`src/rtl/write_back.sv`:
```
`default_nettype none
// ============================================================================
//  Module   : write_back
//  Purpose  : Final (write-back) stage of the hybrid ARM/MIPS pipeline.
//             Selects the register-file write data (ALU result, data-memory
//             read, secondary-memory read or I/O input) and registers it
//             together with the destination register and control flags.
//  Ports    : clk, rst            - clock, synchronous active-high reset
//             PCSrc, RegWrite     - control flags from the previous stage
//             IOFlag              - force IOIn as write data (optional)
//             MemToReg[1:0]       - write-data select
//             IOIn, ReadData,
//             ReadDataP, ALUOut   - candidate write-data words
//             Rd                  - destination register id (carried as-is)
//             OutData, RdOut,
//             PCSrcOut,
//             RegWriteOut         - registered outputs, 1-cycle latency
//  Config   : WB_IO_OVERRIDE_EN - when defined, IOFlag=1 selects IOIn
//             regardless of MemToReg; otherwise IOFlag is ignored.
//  Revision : 1.0 - initial release
// ============================================================================
module write_back #(
  parameter int DATA_W = 32
) (
  input  logic              clk,
  input  logic              rst,
  input  logic              PCSrc,
  input  logic              RegWrite,
  input  logic              IOFlag,
  input  logic [1:0]        MemToReg,
  input  logic [DATA_W-1:0] IOIn,
  input  logic [DATA_W-1:0] ReadData,
  input  logic [DATA_W-1:0] ReadDataP,
  input  logic [DATA_W-1:0] ALUOut,
  input  logic [DATA_W-1:0] Rd,
  output logic [DATA_W-1:0] OutData,
  output logic [DATA_W-1:0] RdOut,
  output logic              PCSrcOut,
  output logic              RegWriteOut
);

  localparam logic [1:0] SEL_ALU  = 2'b00;
  localparam logic [1:0] SEL_MEM  = 2'b01;
  localparam logic [1:0] SEL_MEMP = 2'b10;
  localparam logic [1:0] SEL_IO   = 2'b11;

  logic [DATA_W-1:0] out_data_d, out_data_q;
  logic [DATA_W-1:0] rd_out_d,   rd_out_q;
  logic              pc_src_d,   pc_src_q;
  logic              reg_write_d, reg_write_q;
  logic [DATA_W-1:0] mux_data;

  // Write-data selection; illegal/unknown selects fall back to the ALU result.
  always_comb begin
    mux_data = ALUOut;
    case (MemToReg)
      SEL_ALU:  mux_data = ALUOut;
      SEL_MEM:  mux_data = ReadData;
      SEL_MEMP: mux_data = ReadDataP;
      SEL_IO:   mux_data = IOIn;
      default:  mux_data = ALUOut;
    endcase
  end

`ifdef WB_IO_OVERRIDE_EN
  // I/O override wins over the MemToReg select.
  always_comb begin
    out_data_d = mux_data;
    if (IOFlag) begin
      out_data_d = IOIn;
    end
  end
`else
  // IOFlag is kept on the port list for interface compatibility only.
  logic unused_ioflag;
  assign unused_ioflag = IOFlag;

  always_comb begin
    out_data_d = mux_data;
  end
`endif

  // Sideband values pass straight through; no gating between signals.
  always_comb begin
    rd_out_d    = Rd;
    pc_src_d    = PCSrc;
    reg_write_d = RegWrite;
  end

  always_ff @(posedge clk) begin
    if (rst) begin
      out_data_q  <= '0;
      rd_out_q    <= '0;
      pc_src_q    <= 1'b0;
      reg_write_q <= 1'b0;
    end else begin
      out_data_q  <= out_data_d;
      rd_out_q    <= rd_out_d;
      pc_src_q    <= pc_src_d;
      reg_write_q <= reg_write_d;
    end
  end

  assign OutData     = out_data_q;
  assign RdOut       = rd_out_q;
  assign PCSrcOut    = pc_src_q;
  assign RegWriteOut = reg_write_q;

endmodule
`default_nettype wire

```
`config.mk`:
```
export PLATFORM = sky130hd
export DESIGN_NAME = write_back
export DESIGN_NICKNAME = d
export VERILOG_FILES = /design/src/rtl/write_back.sv
export SDC_FILE = /design/constraint.sdc
export NUM_CORES = 1
export LEC_CHECK = 0
export ABC_AREA = 1
export BUFFER_PORTS_ARGS = -buffer_cell sky130_fd_sc_hd__buf_2
export CORE_MARGIN = 2
export CORE_UTILIZATION = 35
export DETAILED_ROUTE_END_ITERATION = 10
export GPL_TIMING_DRIVEN = 0
export PLACE_DENSITY = 0.83
export SLEW_MARGIN = 20
export SYNTH_ARGS = -nofsm -noshare
export SYNTH_HDL_FRONTEND = slang
export SYNTH_SLANG_ARGS = --single-unit
export TNS_END_PERCENT = 5
```
`constraint.sdc`:
```
create_clock -name clk -period 0.85 [get_ports clk]
set_input_delay 0.0425 -clock clk [delete_from_list [all_inputs] [get_ports clk]]
set_output_delay 0.0425 -clock clk [all_outputs]
set_load 0.01 [all_outputs]
```
==> metrics.md <==
| Metric | Value |
|---|---|
| Run status | finished, violations left |
| Failing checks | negative hold slack, negative setup slack |
| Leakage | 2.939 nW |
| Crit. End Element | output pin |
| Cell area after placement | 0.004207 sq mm |
| Routed len/inst | 15.38 microns |
| Routability congestion estimate | roughly 0.89 |
| Fin. Hold Viols | 1 |
| Slowest cell on the critical path | dfxtp_1 |
| CP required | between 0.8 and 0.9 ns |
| Max VDD drop | 0.7525 mV |
| Post-synth top area share | 0.4511 |
| Mapped Nets | approximately 590 |
| Critical path buffers and inverters | 1 |
| Drt total wl | 12,860 microns |
| First-pass GRT wire length | between 15,000 and 20,000 microns |
| RSZ-0062 raised after global routing | true |
| Crit path largest cell delay | 0.36 ns |
| Synth Area per Inst | 6.876 sq um |
| Power, Total | between 8 and 9 mW |
| Initial antenna violation count | 1 |
| Cells after Synth | 426 |
| Critical path startpoint category | flip-flop |
| Gr usage total | 0.2547 |
| Drt drc | 0 |
| CTS clock-pin slew for the worst setup and hold paths | around 0.090 ns |
| Average vias per placed instance | 4.811 |
| Inserted Clock Buffers | 9 |
| Area of the mapped netlist | 0.002929 sq mm |
| Setup CP Type | flip-flop to output pin |
| Placed Cells | 760 |
| Slew HR | 0.6886 |
| Post-layout minimum cycle time | 0.8903 ns |
| Clk sinks | 66 |
| Die area | between 0.009 and 0.01 sq mm |
| Final core utilization | 0.6422 |
| Row count | 33 |
| Port bufs | 229 |
| Fraction of layout cells with a size suffix above 1 | 0.4192 |
| Actual slew at the worst max-slew pin | 0.4672 ns |
| NumNets Final | 892 |
| Root buffer cell | clkbuf_8 |
| Seq/Total Area, Yosys | 0.4511 |
| Remaining global-route overflow | 0 |
| Die height | approximately 95 microns |
| CTS H-tree depth | 3 |
| Post-DRT Antenna Nets | 0 |
| Largest net degree at the start of global routing | 14 |
| Pwr dens | 1630 mW/mm^2 |
| Design Area, Final | about 0.0053 sq mm |
| Crit-path cells | buf_2 |
| Final worst slack | -0.04026 ns |
| Final worst-path cycle share | 1.047 |
| CTS Buffer Depth | 2 |
| Core Area | 0.008175 sq mm |
| Worst Path Arrival | around 0.85 ns |
| Hold Path Class | primary input to flip-flop |
| Area delta synth->final | 79.24% |
| Num ports | 233 |
| Crit path max fanout | 1 |
| Vias in the first global route | about 4,000 |
| Detailed-route via count | 4,022 |
| Endpoints failing setup | 3 |
| Postcts setup bufs | 0 |
| Synth Register Bits | between 60 and 70 |
| Synth unique cells | 15 |
| Pins Over Slew Limit | 0 |
| Hold WS | -0.002976 ns |
| Top delay family on crit path | flip-flops |
| Largest cells by area after synthesis | dfxtp_1 (45%), nand3_1 (15%), nor2_1 (13%), nand2_1 (9.6%), o21ai_0 (4.8%) |
| DR pass1 iterations | 5 |
| Max Freq | 1123 MHz |
| Setup WS pre-CTS | -0.2647 ns |
| Total of max-cap violations | 0 |
| DRT iter0 DRCs | roughly 210 |
| Die X-Extent | 95.48 microns |
| Final Non-Filler Cells | 836 |
| Initial core utilization | 0.3583 |
| CTS tree | yes |
| Area leader, netlist | dfxtp_1 |
| Final HPWL DP | 8308 microns |
| Synth Warn # | 0 |
==> power breakdown <==
group          switching, mW  internal, mW  total (mW)  leakage, nW
Sequential            0.0817          3.32        3.40        0.557
Combinational          0.898         0.950        1.85         2.26
Clock                   1.33          1.98        3.31        0.124
Total                   2.31          6.24        8.56         2.94
==> layout make-up <==
cell class,instances,area (sq um)
Multi-Input combinational cell,291,1255
Buffer,32,211.5
Inverter,37,141.4
Tap cell,105,131.4
Clock inverter,7,125.1
Timing Repair Buffer,288,1902
Clock buffer,9,123.9
Sequential cell,66,1358
Antenna cell,1,2.502
Fill cell,664,2925
==> metal layers <==
layer	wire length, microns	global-route usage
met5	0	0
met4	350	0.1202
met3	1274	0.07589
met2	6634	0.4800
met1	4601	0.2538
==> Yosys cell counts (all sizes together) <==
master,instances
buf,29
clkbuf,3
clkinv,1
dfxtp,66
inv,36
nand2,76
nand3,85
nor2,98
o21ai,32
==> cells in the final DEF (no fill, tap or decap), drive strengths merged <==
cell type / n
dlygate4sd3: 59
clkbuf: 12
diode: 1
bufinv: 3
nand2: 76
nor2: 98
nand3: 85
buf: 258
dfxtp: 66
o21ai: 32
inv: 37
clkinv: 4
==> sequential cells by signal, summed over array words and instances (netlist names) <==
register / flops
RegWriteOut: 1
PCSrcOut: 1
OutData: 32
RdOut: 32
==> timing repair <==
action | CTS | global route
hold endpoints to repair | 58 | 0
endpoints found under the setup margin | 3 | 36
hold buffers | 59 | 0
resized for setup | 4 | 52
==> metrics by stage <==
| step | setup TNS [ns] | hold slack (ns) |
|---|---|---|
| final | -0.08674 | -0.002976 |
| after global routing | -0.4018 | -0.01884 |
| after CTS | 0 | 0.0005159 |
| after detailed placement | -5.533 | 0.2503 |
| after global placement | -4.719 | 0.2434 |
| after floorplan | 0 | 0.1495 |
==> logic make-up (layout without fill, tap and decap cells) <==
family	count (synthesis)	after routing	share of synthesized area
flip-flops	66	66	0.4511
buffers and inverters	69	373	0.1205
AO/OA/AOI/OAI	32	32	0.05468
AND/OR/NAND/NOR	259	259	0.3738
other	0	1	0
==> path summary, 6_finish.rpt <==
kind            startpoint                   to  slack [ns]  depth (start not counted)
max   RdOut[22]$_SDFF_PP0_            RdOut[22]       -0.04                          1
min                    rst  RdOut[0]$_SDFF_PP0_      -0.003                          2
Power figures use the tool's default switching activity.
